### src/rtl/mem_arbiter.sv
// mem_arbiter: two-requester (instruction fetch / data) arbiter in front of a
// single shared memory port. One transaction outstanding at a time. Data wins
// by default; fetch is forced once data has been granted STARVE_LIM times in a
// row while fetch was waiting. A BUSY phase that sees no m_ack within TIMEOUT
// cycles is aborted and reported with err on the done pulse.
module mem_arbiter #(
  parameter int ADDR_W     = 32,
  parameter int DATA_W     = 32,
  parameter int TIMEOUT    = 255,
  parameter int STARVE_LIM = 4
) (
  input  logic                clk,
  input  logic                rst,
  // fetch requester
  input  logic                if_req,
  input  logic [ADDR_W-1:0]   if_addr,
  output logic                if_done,
  output logic [DATA_W-1:0]   if_rdata,
  // data requester
  input  logic                d_req,
  input  logic                d_we,
  input  logic [ADDR_W-1:0]   d_addr,
  input  logic [DATA_W-1:0]   d_wdata,
  input  logic [DATA_W/8-1:0] d_be,
  output logic                d_done,
  output logic [DATA_W-1:0]   d_rdata,
  output logic                err,
  // shared memory port
  output logic                m_req,
  output logic                m_we,
  output logic [ADDR_W-1:0]   m_addr,
  output logic [DATA_W-1:0]   m_wdata,
  output logic [DATA_W/8-1:0] m_be,
  input  logic                m_ack,
  input  logic [DATA_W-1:0]   m_rdata
);

  localparam int BE_W = DATA_W / 8;
  localparam logic [7:0] TIMEOUT_C = 8'(TIMEOUT);
  localparam logic [3:0] STARVE_C  = 4'(STARVE_LIM);

  typedef enum logic [1:0] {
    IDLE   = 2'd0,
    BUSY_I = 2'd1,
    BUSY_D = 2'd2
  } state_t;

  state_t            state_reg, state_next;
  logic [7:0]        cnt_reg, cnt_next;
  logic [3:0]        starve_reg, starve_next;
  logic              m_req_reg, m_req_next;
  logic              m_we_reg, m_we_next;
  logic [ADDR_W-1:0] m_addr_reg, m_addr_next;
  logic [DATA_W-1:0] m_wdata_reg, m_wdata_next;
  logic [BE_W-1:0]   m_be_reg, m_be_next;
  logic              if_done_reg, if_done_next;
  logic              d_done_reg, d_done_next;
  logic              err_reg, err_next;
  logic [DATA_W-1:0] if_rdata_reg, if_rdata_next;
  logic [DATA_W-1:0] d_rdata_reg, d_rdata_next;

  // A requester whose done pulse is currently showing still has its request
  // raised; it must not be granted again on that stale request.
  logic fetch_elig, data_elig, starved, fetch_win, finish, rdata_sel_ack;
  logic [DATA_W-1:0] done_data;

  assign fetch_elig    = if_req & ~if_done_reg;
  assign data_elig     = d_req & ~d_done_reg;
  assign starved       = (starve_reg == STARVE_C);
  assign fetch_win     = fetch_elig & (~data_elig | starved);
  // An ack landing on the timeout cycle still counts as a normal completion.
  assign finish        = m_ack | (cnt_reg == TIMEOUT_C);
  assign rdata_sel_ack = m_ack;
  assign done_data     = rdata_sel_ack ? m_rdata : '0;

  // Next-state, arbitration and output computation.
  always_comb begin
    state_next    = state_reg;
    cnt_next      = cnt_reg;
    starve_next   = starve_reg;
    m_req_next    = m_req_reg;
    m_we_next     = m_we_reg;
    m_addr_next   = m_addr_reg;
    m_wdata_next  = m_wdata_reg;
    m_be_next     = m_be_reg;
    if_done_next  = 1'b0;
    d_done_next   = 1'b0;
    err_next      = 1'b0;
    if_rdata_next = if_rdata_reg;
    d_rdata_next  = d_rdata_reg;

    case (state_reg)
      IDLE: begin
        if (fetch_win) begin
          state_next   = BUSY_I;
          cnt_next     = 8'd1;
          starve_next  = 4'd0;
          m_req_next   = 1'b1;
          m_we_next    = 1'b0;
          m_addr_next  = if_addr;
          m_wdata_next = '0;
          m_be_next    = '1;
        end else if (data_elig) begin
          state_next   = BUSY_D;
          cnt_next     = 8'd1;
          m_req_next   = 1'b1;
          m_we_next    = d_we;
          m_addr_next  = d_addr;
          m_wdata_next = d_wdata;
          m_be_next    = d_be;
          if (if_req && !starved) begin
            starve_next = starve_reg + 4'd1;
          end
        end
      end

      BUSY_I, BUSY_D: begin
        if (finish) begin
          state_next = IDLE;
          m_req_next = 1'b0;
          err_next   = ~m_ack;
          if (state_reg == BUSY_I) begin
            if_done_next  = 1'b1;
            if_rdata_next = done_data;
          end else begin
            d_done_next  = 1'b1;
            d_rdata_next = done_data;
          end
        end else begin
          cnt_next = cnt_reg + 8'd1;
        end
      end

      default: begin
        state_next = IDLE;
        m_req_next = 1'b0;
      end
    endcase
  end

  // State and registered outputs; reset clears everything and drops any
  // transaction in flight without a done pulse.
  always_ff @(posedge clk) begin
    if (rst) begin
      state_reg    <= IDLE;
      cnt_reg      <= 8'd0;
      starve_reg   <= 4'd0;
      m_req_reg    <= 1'b0;
      m_we_reg     <= 1'b0;
      m_addr_reg   <= '0;
      m_wdata_reg  <= '0;
      m_be_reg     <= '0;
      if_done_reg  <= 1'b0;
      d_done_reg   <= 1'b0;
      err_reg      <= 1'b0;
      if_rdata_reg <= '0;
      d_rdata_reg  <= '0;
    end else begin
      state_reg    <= state_next;
      cnt_reg      <= cnt_next;
      starve_reg   <= starve_next;
      m_req_reg    <= m_req_next;
      m_we_reg     <= m_we_next;
      m_addr_reg   <= m_addr_next;
      m_wdata_reg  <= m_wdata_next;
      m_be_reg     <= m_be_next;
      if_done_reg  <= if_done_next;
      d_done_reg   <= d_done_next;
      err_reg      <= err_next;
      if_rdata_reg <= if_rdata_next;
      d_rdata_reg  <= d_rdata_next;
    end
  end

  assign if_done  = if_done_reg;
  assign if_rdata = if_rdata_reg;
  assign d_done   = d_done_reg;
  assign d_rdata  = d_rdata_reg;
  assign err      = err_reg;
  assign m_req    = m_req_reg;
  assign m_we     = m_we_reg;
  assign m_addr   = m_addr_reg;
  assign m_wdata  = m_wdata_reg;
  assign m_be     = m_be_reg;

endmodule

### config.mk
export PLATFORM = sky130hd
export DESIGN_NAME = mem_arbiter
export DESIGN_NICKNAME = d
export VERILOG_FILES = /design/src/rtl/mem_arbiter.sv
export SDC_FILE = /design/constraint.sdc
export NUM_CORES = 1
export LEC_CHECK = 0
export CAP_MARGIN = 20
export CORE_MARGIN = 4
export CORE_UTILIZATION = 42
export DETAILED_ROUTE_END_ITERATION = 16
export PLACE_DENSITY = 0.79
export SYNTH_ARGS = -nofsm -noshare
export SYNTH_HDL_FRONTEND = slang
export SYNTH_SLANG_ARGS = --single-unit
### constraint.sdc
create_clock -name clk -period 2.41 [get_ports clk]
set_input_delay 0.3615 -clock clk [delete_from_list [all_inputs] [get_ports clk]]
set_output_delay 0.3615 -clock clk [all_outputs]
set_load 0.02 [all_outputs]
== Word level (Yosys, flattened, before mapping) ==
Index checks and enable logic that the tools add are counted.

* Add/sub/neg operators: 2
* Multiplexer cells: 26
* Bitwise gates (word level): 12
* Reductions and logical operators: 14
* Eq/ne operators: 7

{| class="wikitable"
|+ Operator list
! kind !! count
|-
| 2-to-1 mux 32 bit || 5
|-
| 2-to-1 mux 8 bit || 3
|-
| 2-to-1 mux 4 bit || 5
|-
| case mux 8 bit (2 select lines) || 1
|-
| AND reduction 3 bit || 4
|-
| adder 8 x 1 -> 8 bit (second input constant) || 1
|-
| == test 8 bit (second input constant) || 1
|-
| 2-to-1 mux 1 bit || 7
|-
| NOT 1 bit || 7
|-
| 2-to-1 mux 2 bit || 3
|-
| nonzero test 2 bit || 3
|-
| adder 4 x 1 -> 4 bit (second input constant) || 1
|-
| == test 4 x 3 -> 1 bit (second input constant) || 1
|-
| inequality test 2 bit (second input constant) || 2
|-
| case mux 2 bit (2 select lines) || 1
|-
| AND reduction 2 bit || 2
|-
| bitwise AND 1 bit || 3
|-
| inequality test 3 bit (second input constant) || 1
|-
| OR reduction 3 bit || 1
|-
| == test 2 x 1 -> 1 bit (second input constant) || 1
|-
| == test 2 bit (second input constant) || 1
|-
| zero test 2 bit || 1
|-
| OR 1 bit || 2
|-
| case mux 1 bit (2 select lines) || 1
|-
| other kinds (3) || 3
|}

* Logic and storage cells: 74
* Bits of input ports: 138
* Register bits after elaboration: 151
* Output and inout port bits: 137

== Logic depth before layout (Yosys ltp) ==
Gate-level depths: netlist (run 1).

* Word-level depth: 7
* Mapped depth: 8
* Mapped depth without buffers: 6

== Worst setup path after synthesis (run 1) ==
OpenSTA, ideal clock, no wires.

* Path type: reg2reg
* Start: register state_reg[0]
* End: register cnt_reg[4]
* Period minus slack after synthesis: 1.694 ns
* Buffers on the path: 1
* Setup time: 0.117 ns
* Data required time: 2.293 ns
* Slack: 0.716 ns
* Arrival time: 1.576 ns
* Stages on the path, launching flop included: 7
* Cell sequence: dfxtp_1 inv_1 ha_1 buf_1 o21a_1 nand4_1 a32o_1

* Longest elaborated chain between the ends: 4
* Elaborated cells between the ends (all ways): 9
* Those cells by class: eq/ne (4); mux (1); reduce/logical (4)

{| class="wikitable"
|+ Ends and longest elaborated chain
! what !! line !! source
|-
| from (decl) || 48 || <nowiki>state_t state_reg, state_next;</nowiki>
|-
| from (signal assigned) || 159 || <nowiki>state_reg <= state_next;</nowiki>
|-
| == test 2 x 1 -> 1 bit or == test 2 bit (tied branches) || 92 || <nowiki>case (state_reg)</nowiki>
|-
| OR reduction 2 bit || 92 ||
|-
| inequality test 2 bit (no source line) or nonzero test 2 bit (tied branches) || - ||
|-
| AND reduction 3 bit (no source line) || - ||
|-
| to (signal assigned) || 160 || <nowiki>cnt_reg <= cnt_next;</nowiki>
|-
| to (decl) || 49 || <nowiki>logic [7:0] cnt_reg, cnt_next;</nowiki>
|}

Several ways; a longest one is shown, not always the timed one.
A chain may end at the register's enable or synchronous reset.

== Worst setup path after layout (run 1) ==
* Start: register state_reg[0]
* End: register cnt_reg[0]

The elaborated chain is that of the path after synthesis.

==> results.sh, run 1 <==
export IMPL_io_pins=275
export IMPL_wl_met3_um=2077
export IMPL_numCtsBuffers=17
export IMPL_clkTransAtPathRegs_ps=60
export IMPL_endpoint_kind="register"
export IMPL_layout_setup_ws_ps=208.3
export IMPL_die_area_mm2=0.01673
export IMPL_num_vias=6097
export IMPL_wl_um=19000
export IMPL_wl_per_cell_um=16.37
export IMPL_gp_congestion=0.8605
export IMPL_first_pass_iters=4
export IMPL_timing_rr_start="state_reg[0]$_SDFFE_PP0P_"
export IMPL_rsz0062_at_grt="false"
export IMPL_synth_area_leaders="dfxtp_1 (49%), mux2i_1 (11%), nand2_1 (10%)"
export IMPL_clock_sink_count=151
export IMPL_max_freq_mhz=454.2
export IMPL_drtIter0Drc=295
export IMPL_cts_tree="built"
export IMPL_cts_max_level=4
export IMPL_post_dp_cell_area_mm2=0.009047
export IMPL_cts_hold_buf=0
export IMPL_crit_path_start_kind="register"
export IMPL_grt_max_degree=102
export IMPL_rows=44
export IMPL_status="finished clean"
export IMPL_slew_viol_final=0
export IMPL_route_detailed_drc=0
export IMPL_port_buffers=274
export IMPL_powerDensity_mw_per_mm2=720.1
export IMPL_multi_input_area_mm2=0.002858
export IMPL_syn_inst=718
export IMPL_ant_nets=0
export IMPL_antenna_found_initial=1
export IMPL_cts_resized=0
export IMPL_post_dp_hpwl_um=13340
export IMPL_slew_headroom_pct=51.86
export IMPL_grt_pass1_vias=5886
export IMPL_drive_above_1_share_pct=5.430
export IMPL_min_period_over_period_pct=91.36
export IMPL_path_cells="inv_1 > ha_1 > nor2b_1 > o21ai_1 > nor2_1 > a211oi_1"
export IMPL_netlist_area_mm2=0.006185
export IMPL_vdd_drop_max_mv=0.4443
export IMPL_dp_cells=1128
export IMPL_drv_cap=0
export IMPL_grt_pass1_wl_um=29190
export IMPL_setup_viol=0
export IMPL_fin_skew_ps=8.833
export IMPL_synth_avg_cell_area_um2=8.614
export IMPL_final_cells=1161
export IMPL_synth_top_area_cell="dfxtp_1"
export IMPL_synth_top_area_share_pct=48.88
export IMPL_die_x_um=129.4
export IMPL_final_common_cell="clkdlybuf4s50_1"
export IMPL_worstHoldStart="m_wdata[4]$_SDFFE_PP0P_"
export IMPL_arrival_ps=2470
export IMPL_tightest_slew_ps=722.1
export IMPL_synth_cell_types=45
export IMPL_cp_required_ps=2680
export IMPL_design_area_mm2=0.009654
export IMPL_hold_class="register to register"
export IMPL_top_layer_used="met4"
export IMPL_p_leak_nw=3.902
export IMPL_clockRootBuffer="clkbuf_16"
export IMPL_area_growth_pct=56.10
export IMPL_fin_setup_tns_ps=0
export IMPL_dr_wl_met2_um=9175
export IMPL_timing_hold_ws_ps=452.0
export IMPL_hold_violations=0
export IMPL_clock_latency_ps=420
export IMPL_overflow=0
export IMPL_critPathMaxFanout=13
export IMPL_synth_warnings=0
export IMPL_fp_dieH_um=129.4
export IMPL_met1_length_um=7252
export IMPL_regArea_mm2=0.003023
export IMPL_crit_type="register to register"
export IMPL_final_cell_mix="clkdlybuf4s50_1 (273), nand2_1 (171), dfxtp_1 (151)"
export IMPL_syn_nets=861
export IMPL_pre_cts_slack_ps=168.7
export IMPL_via_per_inst=5.252
export IMPL_cts_setup_buffers=0
export IMPL_nFillCells=1150
export IMPL_critPathMaxStageDelay_ps=580
export IMPL_ys_ff_latch=151
export IMPL_cp_startpoint="state_reg[0]$_SDFFE_PP0P_"
export IMPL_max_clock_path_buffers=2
export IMPL_critPathSlowestCell="ha_1"
export IMPL_fp_coreArea_mm2=0.01448
export IMPL_period_minus_slack_ps=2202
export IMPL_grt_use_total_pct=21.95
export IMPL_ys_seq_area_share_pct=48.88
export IMPL_final_nets=1106
export IMPL_start_util_pct=42.72
## worst paths after layout
path                                                 to  slack [ps]  cells past startpoint
worst max-delay path            cnt_reg[0]$_SDFFE_PP0P_         210                      6
worst min-delay path            m_wdata[4]$_SDFFE_PP0P_         450                      2
worst max register to register  cnt_reg[0]$_SDFFE_PP0P_         210                      6
worst min register to register  m_wdata[4]$_SDFFE_PP0P_         450                      2
## cells by family (layout without fill, tap and decap cells)
logic type	after synthesis	count (layout)	synth area share [%]
other	0	1	0
AO/OA/AOI/OAI	141	141	13.49
adder cells (fa/ha/maj)	5	5	1.012
AND/OR/NAND/NOR	290	290	20.98
flip-flops	151	151	48.88
multiplexers	65	65	10.52
buffers and inverters	66	324	5.118
## per-layer routing
| metal | vias to the layer above | global-route usage (%) |
|---|---|---|
| met4 | 0 | 9.265 |
| met1 | 2823 | 24.46 |
| met3 | 33 | 9.646 |
| met2 | 257 | 36.62 |
| li1 | 2984 | - |
| met5 | - | 0 |
## final cells by class
| class | instances | area share [%] |
|---|---|---|
| clock buffer | 20 | 4.834 |
| tap | 184 | 2.385 |
| antenna | 1 | 0.02592 |
| sequential | 151 | 31.31 |
| clock inverter | 12 | 1.426 |
| timing repair buffer | 285 | 30.12 |
| multi-input combinational | 501 | 29.60 |
| inverter | 7 | 0.2981 |
## through the flow
step	utilization, %	power (mW)
final	66.68	6.952
after global routing	66.68	7.238
after CTS	66.66	7.013
after detailed placement	62.49	4.317
after global placement	62.49	4.306
after floorplan	-	3.602
## where the power goes
| part | switching, mW | leakage [nW] | total (mW) | internal [mW] |
|---|---|---|---|---|
| Clock | 1.06 | 0.294 | 2.68 | 1.62 |
| Combinational | 0.791 | 2.38 | 1.50 | 0.706 |
| Sequential | 0.0969 | 1.23 | 2.77 | 2.68 |
| Total | 1.95 | 3.90 | 6.95 | 5.00 |
## synth_stat cells, drive strengths merged
cell     number
nand2       171
dfxtp       151
nand3        73
mux2i        65
o21ai        47
a21oi        41
a31oi        35
clkbuf       31
buf          28
nand4        11
nor2         10
nor3         10
inv           7
ha            5
a32o          4
nor2b         3
a21boi        2
a21o          2
and2          2
nand2b        2
nand3b        2
o21a          2
a211oi        1
a21bo         1
a22o          1
and2b         1
and3          1
and4          1
nor4          1
nor4b         1
o2111ai       1
o21bai        1
o221ai        1
o31ai         1
o41ai         1
or3           1
## critical path: cells and delay by family, from the launching register on
family	cells	cell delay (ps)
AOI/OAI and AO/OA	2	330
adders and majority gates	1	580
buffers and inverters	1	60
DFF	1	380
and+or+nand+nor	2	700
Power figures use the tool's default switching activity.
==> run 2: changes to the inputs <==
--- a/config.mk
+++ b/config.mk
@@ -6,7 +6,7 @@
 export NUM_CORES = 1
 export LEC_CHECK = 0
 export CAP_MARGIN = 20
-export CORE_MARGIN = 4
+export CORE_MARGIN = 5
 export CORE_UTILIZATION = 42
 export DETAILED_ROUTE_END_ITERATION = 16
 export PLACE_DENSITY = 0.79
==> results.sh, run 2 (same netlist as run 1, synthesis figures left out) <==
export IMPL_status="finished clean"
export IMPL_final_nets=1107
export IMPL_area_growth_pct=56.30
export IMPL_cts_max_level=4
export IMPL_clkTransAtPathRegs_ps=60
export IMPL_regArea_mm2=0.003023
export IMPL_endpoint_kind="register"
export IMPL_grt_max_degree=99
export IMPL_post_dp_hpwl_um=13260
export IMPL_gp_congestion=0.8065
export IMPL_io_pins=275
export IMPL_ant_nets=0
export IMPL_antenna_cells=0
export IMPL_fin_setup_tns_ps=0
export IMPL_vdd_drop_max_mv=0.4522
export IMPL_num_vias=6040
export IMPL_dp_cells=1129
export IMPL_grt_pass1_wl_um=30240
export IMPL_drive_above_1_share_pct=5.322
export IMPL_port_buffers=274
export IMPL_hold_violations=0
export IMPL_fin_util_pct=66.76
export IMPL_setup_viol=0
export IMPL_cts_tree="built"
export IMPL_cts_resized=0
export IMPL_critPathSlowestCell="ha_1"
export IMPL_clock_sink_count=151
export IMPL_clock_latency_ps=420
export IMPL_cts_hold_buf=0
export IMPL_antenna_found_initial=0
export IMPL_die_area_mm2=0.01725
export IMPL_crit_path_start_kind="register"
export IMPL_worst_path_buf_inv=1
export IMPL_clockRootBuffer="clkbuf_16"
export IMPL_rsz0062_at_grt="false"
export IMPL_multi_input_area_mm2=0.002858
export IMPL_drv_cap=0
export IMPL_path_cells="inv_1 > ha_1 > nor2b_1 > o21ai_1 > nor2_1 > a211oi_1"
export IMPL_post_dp_cell_area_mm2=0.009041
export IMPL_drtIter0Drc=342
export IMPL_slew_headroom_pct=49.91
export IMPL_hold_class="register to register"
export IMPL_max_freq_mhz=503.5
export IMPL_rows=44
export IMPL_first_pass_iters=5
export IMPL_critPathMaxStageDelay_ps=430
export IMPL_cts_setup_buffers=0
export IMPL_design_area_mm2=0.009667
export IMPL_overflow=0
export IMPL_period_minus_slack_ps=1986
export IMPL_final_cells=1161
export IMPL_cp_required_ps=2680
export IMPL_p_leak_nw=3.911
export IMPL_wl_um=18920
export IMPL_critPathMaxFanout=7
export IMPL_crit_family="simple AND/OR/NAND/NOR gates"
export IMPL_grt_use_total_pct=21.29
export IMPL_via_per_inst=5.202
export IMPL_die_x_um=131.4
export IMPL_crit_type="register to register"
export IMPL_nFillCells=1178
export IMPL_numCtsBuffers=17
export IMPL_fp_dieH_um=131.4
export IMPL_arrival_ps=2260
export IMPL_final_cell_mix="clkdlybuf4s50_1 (273), nand2_1 (171), dfxtp_1 (151)"
export IMPL_start_util_pct=42.72
export IMPL_fin_skew_ps=8.424
export IMPL_max_clock_path_buffers=2
export IMPL_slew_viol_final=0
export IMPL_tightest_slew_ps=751.4
export IMPL_grt_pass1_vias=5837
export IMPL_wl_per_cell_um=16.30
export IMPL_final_common_cell="clkdlybuf4s50_1"
export IMPL_min_period_over_period_pct=82.42
export IMPL_powerDensity_mw_per_mm2=730.6
export IMPL_route_detailed_drc=0
export IMPL_fp_coreArea_mm2=0.01448
-- run 2: power by group --
| part | switching [mW] | internal [mW] | total [mW] |
|---|---|---|---|
| clock network | 1.03 | 1.75 | 2.78 |
| logic | 0.793 | 0.721 | 1.51 |
| registers | 0.0912 | 2.68 | 2.77 |
| total | 1.91 | 5.15 | 7.06 |
-- run 2: worst register-to-register path, cell delays in order, from the launching register on --
cell and delay (ps):
dfxtp_1 370, inv_1 60, ha_1 430, nor2b_1 290
o21ai_1 190, nor2_1 370, a211oi_1 140
-- run 2: metrics by stage --
| step | power (mW) | setup slack (ps) | hold slack, ps |
|---|---|---|---|
| 4_1_cts | 7.135 | 407.3 | 453.2 |
| 6_report | 7.062 | 423.7 | 450.9 |
| 2_1_floorplan | 3.602 | 716.4 | 449.9 |
| 5_1_grt | 7.376 | 241.5 | 469.5 |
| 3_5_place_dp | 4.334 | 176.1 | 444.8 |
| 3_3_place_gp | 4.325 | 217.9 | 436.6 |
-- run 2: worst paths after layout --
check	depth (start not counted)	slack (ps)	to	from
worst max-delay path	6	420	cnt_reg[0]$_SDFFE_PP0P_	state_reg[0]$_SDFFE_PP0P_
worst min-delay path	2	450	m_wdata[18]$_SDFFE_PP0P_	m_wdata[18]$_SDFFE_PP0P_
worst max register to register	6	420	cnt_reg[0]$_SDFFE_PP0P_	state_reg[0]$_SDFFE_PP0P_
worst min register to register	2	450	m_wdata[18]$_SDFFE_PP0P_	m_wdata[18]$_SDFFE_PP0P_
-- run 2: metal layers --
layer / vias up / wire length [µm] / GRT usage [%]
met5: - / 0 / 0
met4: 0 / 414 / 7.886
met3: 27 / 1950 / 9.327
met2: 234 / 8874 / 34.14
met1: 2780 / 7684 / 25.32
li1: 2999 / - / -
-- run 2: layout make-up --
cell class                      count  share of cell area (%)
Sequential cell                   151                   31.27
Clock buffer                       23                   5.048
Tap cell                          184                   2.382
Timing Repair Buffer              286                   30.03
Clock inverter                      9                   1.424
Inverter                            7                  0.2848
Multi-Input combinational cell    501                   29.56
==> run 3: changes to the inputs <==
==> constraint.sdc (replaced) <==
create_clock -name clk -period 1.9 [get_ports clk]
set_input_delay 0.285 -clock clk [delete_from_list [all_inputs] [get_ports clk]]
set_output_delay 0.285 -clock clk [all_outputs]
set_load 0.02 [all_outputs]
==> results.sh, run 3 (same netlist as run 1, synthesis figures left out) <==
export IMPL_vdd_drop_max_mv=0.6743
export IMPL_cts_resized=0
export IMPL_period_minus_slack_ps=1734
export IMPL_overflow=0
export IMPL_endpoint_kind="register"
export IMPL_ant_nets=0
export IMPL_rows=44
export IMPL_clock_latency_ps=420
export IMPL_clkTransAtPathRegs_ps=60
export IMPL_path_cells="ha_1 > nand4_4 > or3_1 > a31oi_1 > a211oi_1"
export IMPL_cts_hold_buf=0
export IMPL_via_per_inst=5.150
export IMPL_slew_headroom_pct=64.18
export IMPL_final_cells=1177
export IMPL_cts_setup_buffers=0
export IMPL_clockRootBuffer="clkbuf_16"
export IMPL_drtIter0Drc=338
export IMPL_antenna_found_initial=0
export IMPL_post_dp_hpwl_um=13680
export IMPL_layout_setup_ws_ps=165.7
export IMPL_gp_congestion=0.8344
export IMPL_tightest_slew_ps=537.3
export IMPL_final_cell_mix="clkdlybuf4s50_1 (273), nand2_1 (171), dfxtp_1 (151)"
export IMPL_rsz0062_at_grt="false"
export IMPL_grt_pass1_vias=6042
export IMPL_post_dp_cell_area_mm2=0.009211
export IMPL_crit_path_start_kind="register"
export IMPL_antenna_cells=0
export IMPL_grt_pass1_wl_um=31330
export IMPL_fp_coreArea_mm2=0.01448
export IMPL_drive_above_1_share_pct=7.251
export IMPL_slew_viol_final=0
export IMPL_route_detailed_drc=0
export IMPL_pre_cts_slack_ps=60.97
export IMPL_design_area_mm2=0.009821
export IMPL_grt_max_degree=98
export IMPL_final_nets=1123
export IMPL_port_buffers=274
export IMPL_setup_viol=0
export IMPL_max_freq_mhz=576.6
export IMPL_p_leak_nw=4.002
export IMPL_die_x_um=131.4
export IMPL_wl_per_cell_um=16.41
export IMPL_drv_cap=0
export IMPL_io_pins=275
export IMPL_area_growth_pct=58.79
export IMPL_critPathSlowestCell="or3_1"
export IMPL_hold_class="primary input to register"
export IMPL_fin_skew_ps=8.266
export IMPL_numCtsBuffers=17
export IMPL_wl_um=19320
export IMPL_cts_max_level=4
export IMPL_min_period_over_period_pct=91.28
export IMPL_fp_dieH_um=131.4
export IMPL_dp_cells=1145
export IMPL_hold_violations=0
export IMPL_grt_use_total_pct=22.01
export IMPL_num_vias=6062
export IMPL_critPathMaxFanout=5
export IMPL_clock_sink_count=151
export IMPL_cts_tree="built"
export IMPL_first_pass_iters=5
export IMPL_crit_type="register to register"
export IMPL_status="finished clean"
export IMPL_fin_util_pct=67.83
export IMPL_powerDensity_mw_per_mm2=915.0
export IMPL_final_common_cell="clkdlybuf4s50_1"
export IMPL_arrival_ps=2020
export IMPL_fin_setup_tns_ps=0
export IMPL_cp_required_ps=2180
export IMPL_die_area_mm2=0.01725
export IMPL_critPathMaxStageDelay_ps=490
export IMPL_start_util_pct=42.72
export IMPL_max_clock_path_buffers=2
==> run 3: worst paths after layout <==
kind	start	end	slack, ps	depth (start not counted)
max reg2reg	cnt_reg[0]$_SDFFE_PP0P_	cnt_reg[0]$_SDFFE_PP0P_	170	5
max	cnt_reg[0]$_SDFFE_PP0P_	cnt_reg[0]$_SDFFE_PP0P_	170	5
min reg2reg	m_wdata[17]$_SDFFE_PP0P_	m_wdata[17]$_SDFFE_PP0P_	450	2
min	d_wdata[24]	m_wdata[24]$_SDFFE_PP0P_	420	3
==> run 3: worst max-delay path, delay by kind of cell, from the launching register on <==
| kind | cells | cell delay (ps) |
|---|---|---|
| DFF | 1 | 390 |
| and+or+nand+nor | 2 | 650 |
| AOI/OAI and AO/OA | 2 | 240 |
| adders and majority gates | 1 | 310 |
==> run 3: metal layers <==
metal,up-vias,GRT usage [%],share of wire [%]
met4,0,7.314,1.8
met2,225,36.06,47
li1,3033,-,-
met3,28,9.289,10
met1,2776,26.10,40
met5,-,0,0
==> run 3: power breakdown <==
part           internal (mW)  switching [mW]
Sequential              3.39           0.123
Combinational           1.00            1.02
Clock                   2.12            1.32
Total                   6.52            2.46
==> run 3: cell type report <==
class	instances	area [µm²]
multi-input combinational	501	2861
timing repair buffer	302	3073
fill	1137	4658
clock inverter	13	152.6
clock buffer	19	452.9
inverter	7	27.53
sequential	151	3023
tap	184	230.2
==> run 3: per-stage QoR <==
step,hold WS (ps),power (mW)
2_1_floorplan,427.1,4.568
3_3_place_gp,437.9,5.588
3_5_place_dp,444.7,5.602
4_1_cts,409.0,9.067
5_1_grt,418.2,9.396
6_report,421.4,8.985
